File: src/rtl/serial_add_ctrl.sv
// Bit-serial adder/subtractor sequencer: one shared 1-bit slice (two half adders
// plus carry OR) processes WIDTH-bit operands LSB-first, one bit per clock.
module serial_add_ctrl #(
  parameter int WIDTH = 8
) (
  input  logic             clk_in,
  input  logic             rst_in,
  input  logic             start_in,
  input  logic             sub_in,
  input  logic [WIDTH-1:0] a_in,
  input  logic [WIDTH-1:0] b_in,
  input  logic             ack_in,
  output logic             ready_out,
  output logic             busy_out,
  output logic             done_out,
  output logic [WIDTH-1:0] sum_out,
  output logic             c_out
);

  localparam int CW = $clog2(WIDTH + 1);

  typedef enum logic [1:0] {
    S_IDLE = 2'd0,
    S_RUN  = 2'd1,
    S_DONE = 2'd2
  } state_t;

  state_t           r_state;
  logic [WIDTH-1:0] r_opa;
  logic [WIDTH-1:0] r_opb;
  logic             r_carry;
  logic [CW-1:0]    r_bitcnt;

  logic             w_h1;
  logic             w_g1;
  logic             w_s;
  logic             w_g2;
  logic             w_carry_nxt;
  logic             w_last;
  logic [WIDTH-1:0] w_res_nxt;

  assign w_h1        = r_opa[0] ^ r_opb[0];
  assign w_g1        = r_opa[0] & r_opb[0];
  assign w_s         = w_h1 ^ r_carry;
  assign w_g2        = w_h1 & r_carry;
  assign w_carry_nxt = w_g1 | w_g2;
  assign w_last      = (r_bitcnt == CW'(WIDTH - 1));

  // Sum bits shift in behind the consumed opA bits, so opA doubles as the result register.
  generate
    if (WIDTH == 1) begin : g_res_w1
      assign w_res_nxt = w_s;
    end else begin : g_res_wn
      assign w_res_nxt = {w_s, r_opa[WIDTH-1:1]};
    end
  endgenerate

  always_ff @(posedge clk_in or posedge rst_in) begin
    if (rst_in) begin
      r_state   <= S_IDLE;
      r_opa     <= '0;
      r_opb     <= '0;
      r_carry   <= 1'b0;
      r_bitcnt  <= '0;
      ready_out <= 1'b1;
      busy_out  <= 1'b0;
      done_out  <= 1'b0;
      sum_out   <= '0;
      c_out     <= 1'b0;
    end else begin
      case (r_state)
        S_IDLE: begin
          if (start_in) begin
            r_opa     <= a_in;
            r_opb     <= b_in ^ {WIDTH{sub_in}};
            r_carry   <= sub_in;
            r_bitcnt  <= '0;
            r_state   <= S_RUN;
            ready_out <= 1'b0;
            busy_out  <= 1'b1;
          end
        end
        S_RUN: begin
          r_opa    <= w_res_nxt;
          r_opb    <= r_opb >> 1;
          r_carry  <= w_carry_nxt;
          r_bitcnt <= r_bitcnt + CW'(1);
          if (w_last) begin
            sum_out  <= w_res_nxt;
            c_out    <= w_carry_nxt;
            r_state  <= S_DONE;
            busy_out <= 1'b0;
            done_out <= 1'b1;
          end
        end
        S_DONE: begin
          if (ack_in) begin
            r_state   <= S_IDLE;
            done_out  <= 1'b0;
            ready_out <= 1'b1;
          end
        end
        default: begin
          r_state   <= S_IDLE;
          ready_out <= 1'b1;
          busy_out  <= 1'b0;
          done_out  <= 1'b0;
        end
      endcase
    end
  end

endmodule

File: config.mk
export PLATFORM = sky130hd
export DESIGN_NAME = serial_add_ctrl
export DESIGN_NICKNAME = d
export VERILOG_FILES = /design/src/rtl/serial_add_ctrl.sv
export SDC_FILE = /design/constraint.sdc
export NUM_CORES = 1
export LEC_CHECK = 0
export CORE_MARGIN = 4
export CORE_UTILIZATION = 39
export CTS_BUF_LIST = sky130_fd_sc_hd__clkbuf_2
export DETAILED_ROUTE_END_ITERATION = 7
export GPL_TIMING_DRIVEN = 1
export PLACE_DENSITY = 0.67
export SLEW_MARGIN = 5
export SYNTH_ARGS = -nofsm -noshare
export SYNTH_HDL_FRONTEND = slang
export SYNTH_SLANG_ARGS = --single-unit
File: constraint.sdc
create_clock -name clk_in -period 1.4 [get_ports clk_in]
set_input_delay 0.21 -clock clk_in [delete_from_list [all_inputs] [get_ports clk_in]]
set_output_delay 0.21 -clock clk_in [all_outputs]
set_load 0.005 [all_outputs]
==> impl_metrics.tcl, run 1 <==
set metrics [dict create \
    setup_ws_ns -0.1558 \
    grt_start_max_net_pins 19 \
    antenna_found_initial 0 \
    fin_area_um2 2524 \
    synthesis.nets 182 \
    grt.total_usage 0.1626 \
    multi_input_area_um2 860.8 \
    crit_required_ns 1.68 \
    crit_type "reg2reg" \
    ys_seq_area_frac 0.4933 \
    htreeDepth 2 \
    violations "negative setup slack" \
    timing.hold.ws_ns 0.1375 \
    via_per_inst 5.353 \
    cts_tree "done" \
    ys_seq_elements 35 \
    totalPowerFinal_mw 4.560 \
    dpl_worst_slack_ns -0.3014 \
    drtPass1Iterations 4 \
    numPortBuffers 32 \
    cts_buffer_depth 2 \
    hp-class "in2async" \
    timing.fmax_mhz 642.8 \
    cp_max_fo 9 \
    hpwl_um 2831 \
    drt_iter0_markers 102 \
    place_area_um2 2246 \
    place_inst 249 \
    setup_tns_ns -1.349 \
    start_util 0.4055 \
    drive_gt1_frac 0.3230 \
    grt.busiest_layer "met2" \
    drt_wl_total_um 4406 \
    synthDistinctLibCells 33 \
    grt_util_met3 0.04749 \
    synth_enable_flop_cells 0 \
    use_met1 0.2135 \
    hold_viol 0 \
    area_growth_pct 41.94 \
    r2r_slack_ns -0.16 \
    cpPeakStageDelay_ns 0.43 \
    cp_slowest_cell "dfrtp_1" \
    die_area_um2 5703 \
    tightest_slew_ns 0.4256 \
    cts-root-buf "clkbuf_2" \
    finalCritPeriodShare 1.111 \
    timing.final.max_slew_violations 0 \
    drc 0 \
    fin_crit_ns 1.556 \
    ios 33 \
    irDropWorstVdd_v 0.0007415 \
    postSynthAreaPerCell_um2 11.18 \
    wl_per_cell_um 15.85 \
    slew_headroom 0.7157 \
    clk_pin_slew_ns 0.17 \
    postRouteAntennaNets 0 \
    critPathCaptureType "register" \
    rows 24 \
    finalClockSkew_ns 0.01426 \
    clk_latency_ns 0.38 \
    startpoint_type "register" \
    grt_pass1_wl_um 6913 \
    die_height_um 75.52 \
    routabilityCongestion 0.7966 \
    synthArstFlopShare 1.000 \
    yosys_most_used_dff "dfrtp_1" \
    cts_buffers 5 \
    met2_usage 0.2570 \
    yosys_warnings 0 \
    design.core.area_um2 4384 \
    final_nets 248 \
    cts.sinks 35 \
    synth_top_area_share 0.4785 \
    netlist_area_um2 1778 \
    yosys.area.top_type "dfrtp_1" \
    fp.dieW_um 75.52 \
    p_per_area_nw_per_um2 1807 \
    seqCellArea_um2 877.1 \
    final_cells 278 \
    crit_chain "buf_4, and4b_4, nor2b_4, buf_12, mux2_4" \
    cap_violations 0 \
    leakage_nw 1.165 \
    cts_hold_buf 0 \
    n_antenna_cell 0 \
    rsz0062_at_grt "true" \
    overflow 0 \
    ys_top_cells_by_area "dfrtp_1, mux2_4, nor2b_1, a221o_1, o32ai_1" \
    final_util 0.5756 \
    vias 1488 \
    fill_cells 393 \
    syn-instance-count 159 \
    status "finished, violations left" \
    grt_pass1_vias 1508 \
    arrival_ns 1.84 \
    setup-violations-final 11 \
]
==> registers in the layout, indices dropped and copies added, names as in the netlist <==
signal / count
ready_out: 1
done_out: 1
busy_out: 1
r_state: 2
c_out: 1
r_bitcnt: 4
r_opa: 8
r_carry: 1
r_opb: 8
sum_out: 8
==> layer usage <==
layer,part of all wire,wire length [um]
met1,0.43,1897
met2,0.50,2209
met3,0.043,188
met4,0.025,111
met5,0,0
==> critical path, delay by kind of cell (launching register included) <==
family	cells	cell delay, ns
buffers and inverters	2	0.30
DFF	1	0.43
muxes	1	0.30
and+or+nand+nor	2	0.42
==> area by class of cell <==
cell class,count,share of cell area
Tap cell,52,0.02578
Clock buffer,7,0.01388
Sequential cell,35,0.3475
Inverter,9,0.01339
Timing Repair Buffer,73,0.2563
Multi-Input combinational cell,101,0.3411
Clock inverter,1,0.001983
==> cells in the final DEF, fill, tap and decap left out, types with 2 or more instances in the layout <==
cell type / n
o21ai_1: 4
a22oi_1: 9
a21oi_1: 11
a221o_1: 7
dlygate4sd2_1: 11
buf_12: 2
o21ai_0: 7
nand2b_1: 2
inv_1: 9
nor2_1: 6
o32ai_2: 7
nor2b_4: 3
mux2_4: 9
a22o_1: 2
clkbuf_2: 9
xnor2_1: 7
buf_6: 2
nor2b_1: 10
clkdlybuf4s50_1: 20
nand2_1: 4
dfrtp_1: 34
buf_4: 35
nand3_1: 2
==> final timing paths <==
path / startpoint / end / cells past startpoint
max: r_state[0] / sum_out[2] / 5
min in group clk_in: a_in[4] / r_opa[4] / 3
max in group asynchronous: rst_in / ready_out / 3
min: rst_in / sum_out[4] / 3
max reg2reg: r_state[0] / sum_out[2] / 5
min reg2reg: sum_out[3] / sum_out[3] / 1
==> power breakdown <==
part	leakage [nW]	internal, mW	switching, mW
Sequential	0.440	1.46	0.325
Combinational	0.693	1.38	0.929
Clock	0.0330	0.136	0.334
Total	1.17	2.97	1.59
==> timing repair <==
item / CTS / global route
pin swaps: 0 / 9
setup buffers: 10 / 10
gates resized for setup: 23 / 17
endpoints found under the setup margin: 41 / 30
gates cloned: 1 / 0
==> synthesized netlist by cell type (all sizes together) (4+ instances only) <==
| library cell | number |
|---|---|
| a21oi | 11 |
| a221o | 7 |
| a22oi | 9 |
| buf | 9 |
| clkbuf | 5 |
| dfrtp | 34 |
| inv | 9 |
| mux2 | 9 |
| nand2 | 4 |
| nor2 | 6 |
| nor2b | 13 |
| o21ai | 11 |
| o32ai | 8 |
| xnor2 | 7 |
==> logic make-up (layout without fill, tap and decap cells) <==
family / Yosys count / count (layout) / share of synthesized area
compound gates: 52 / 52 / 0.2069
flops: 35 / 35 / 0.4933
simple gates: 29 / 29 / 0.09640
buf+inv: 23 / 90 / 0.06403
mux: 10 / 10 / 0.08163
xor+xnor: 8 / 8 / 0.03941
fa+ha+maj: 2 / 2 / 0.01830
(Power assumes the default switching activity.)
==> run 2: changes to the inputs <==
--- a/config.mk
+++ b/config.mk
@@ -5,6 +5,7 @@
 export SDC_FILE = /design/constraint.sdc
 export NUM_CORES = 1
 export LEC_CHECK = 0
+export CAP_MARGIN = 20
 export CORE_MARGIN = 4
 export CORE_UTILIZATION = 39
 export CTS_BUF_LIST = sky130_fd_sc_hd__clkbuf_2
==> constraint.sdc (replaced) <==
create_clock -name clk_in -period 1.3 [get_ports clk_in]
set_input_delay 0.195 -clock clk_in [delete_from_list [all_inputs] [get_ports clk_in]]
set_output_delay 0.195 -clock clk_in [all_outputs]
set_load 0.005 [all_outputs]
==> run 2 against run 1 <==
Compared with the run above:
- the flow still finishes with violations (negative setup slack)
- non-clock buffer count is 2 higher
- highest routed layer unchanged
- wire length is 1.2% higher
- cell count is 0.72% higher
- total power is 14% higher
- die area stayed put
- fmax is 0.72% lower
- worst hold slack worse by 0.023 ns
- combinational power is 19% higher
- sequential cell count stayed put
- sequential share of layout area is 1.1 points lower
- clock-buffer cell count is 2 lower
==> impl_metrics.tcl, run 2 (same netlist as run 1, synthesis figures left out) <==
set metrics [dict create \
    hold_viol 0 \
    hpwl_um 2956 \
    setup_ws_ns -0.2672 \
    layout_common_cells "buf_4, dfrtp_1, clkdlybuf4s50_1, a21oi_1, nor2b_1" \
    n_antenna_cell 0 \
    cts_buffers 5 \
    violations "negative setup slack" \
    vias 1487 \
    postRouteAntennaNets 0 \
    routabilityCongestion 0.8083 \
    cts.sinks 35 \
    slew_headroom 0.7946 \
    crit_type "reg2reg" \
    seqCellArea_um2 877.1 \
    via_per_inst 5.311 \
    r2r-start "r_bitcnt[0]" \
    area_growth_pct 46.66 \
    die_height_um 75.52 \
    grt_pass1_wl_um 7038 \
    totalPowerFinal_mw 5.191 \
    startpoint_type "register" \
    arrival_ns 1.86 \
    cts_hold_buf 0 \
    tightest_slew_ns 0.3059 \
    clk_pin_slew_ns 0.19 \
    hp-class "in2async" \
    leakage_nw 1.161 \
    critPathCaptureType "register" \
    grt.total_usage 0.1660 \
    timing.hold.ws_ns 0.1146 \
    finalCritPeriodShare 1.206 \
    cap_violations 0 \
    p_per_area_nw_per_um2 1991 \
    rows 24 \
    fill_cells 365 \
    drt_iter0_markers 117 \
    place_inst 255 \
    timing.final.max_slew_violations 0 \
    crit_start "r_bitcnt[0]" \
    htreeDepth 2 \
    status "finished, violations left" \
    cp_max_fo 9 \
    numPortBuffers 32 \
    grt_pass1_vias 1529 \
    drive_gt1_frac 0.3509 \
    multi_input_area_um2 897.1 \
    grt_start_max_net_pins 19 \
    setup-violations-final 16 \
    antenna_found_initial 0 \
    drc 0 \
    reg.largest.list "r_opa (8), r_opb (8), sum_out (8)" \
    final_common_cell "buf_4" \
    design.core.area_um2 4384 \
    finalClockSkew_ns 0.01494 \
    drtPass1Iterations 4 \
    fin_crit_ns 1.567 \
    irDropWorstVdd_v 0.0006502 \
    cts_buffer_depth 2 \
    clk_latency_ns 0.39 \
    die_area_um2 5703 \
    drt_wl_total_um 4457 \
    timing.fmax_mhz 638.1 \
    final_nets 250 \
    ios 33 \
    crit_required_ns 1.59 \
    fp.dieW_um 75.52 \
    rsz0062_at_grt "true" \
    cts-root-buf "clkbuf_2" \
    overflow 0 \
    wl_per_cell_um 15.92 \
    cts_tree "done" \
    final_cells 280 \
    start_util 0.4055 \
]
[run 2: changes by cell type in the layout (fill, tap and decap cells not counted), sizes merged]
cell	previous run	this run
clkdlybuf4s15	0	9
dlygate4sd2	11	2
buf	40	43
clkbuf	9	6
clkinv	1	3
[run 2: where the power goes]
part | total (mW) | switching, mW | internal, mW
Combinational | 2.74 | 1.08 | 1.66
Clock | 0.506 | 0.382 | 0.123
Sequential | 1.94 | 0.372 | 1.57
[run 2: layout make-up]
cell class	instances	area share
clock inverter	3	0.005758
multi-input combinational	101	0.3440
tap	52	0.02495
sequential	35	0.3364
clock buffer	5	0.009597
inverter	9	0.01296
timing repair buffer	75	0.2663
[run 2: routing by layer]
metal | routed length [um] | up-vias | global-route usage
li1 | - | 705 | -
met1 | 1984 | 729 | 0.2207
met2 | 2210 | 42 | 0.2617
met3 | 168 | 11 | 0.02902
met4 | 93 | 0 | 0.08155
met5 | 0 | - | 0
[run 2: worst max-delay path, cell delays in order (launching register included)]
cell and delay, ns:
dfrtp_1 0.41, ha_2 0.19, and4b_4 0.23, nor2b_4 0.19, buf_12 0.16, mux2_4 0.30
[run 2: final timing paths]
path / slack, ns / to / cells after the start
worst max-delay path: -0.27 / sum_out[2] / 5
worst min register to register: 0.53 / sum_out[2] / 1
min in group clk_in: 0.39 / r_opa[5] / 3
max in group asynchronous: 0.93 / ready_out / 3
worst max register to register: -0.27 / sum_out[2] / 5
worst min-delay path: 0.11 / r_opa[6] / 3
[run 2: timing repair]
item | 4_1_cts | 5_1_grt
pin swaps | 7 | 2
cloned | 1 | 0
resized for setup | 30 | 26
buffers inserted | 12 | 4
setup endpoints to repair | 43 | 39
[run 2: stage by stage]
stage          instance area, um2  worst slack (ns)    util  setup TNS [ns]
2_1_floorplan                1778           -0.1882       -          -1.701
3_3_place_gp                 2316           -0.1963  0.5283          -5.647
6_report                     2608           -0.2672  0.5947          -2.716
5_1_grt                      2608           -0.3439  0.5947          -3.857
4_1_cts                      2509           -0.2462  0.5722          -2.396
3_5_place_dp                 2316           -0.2449  0.5283          -6.518
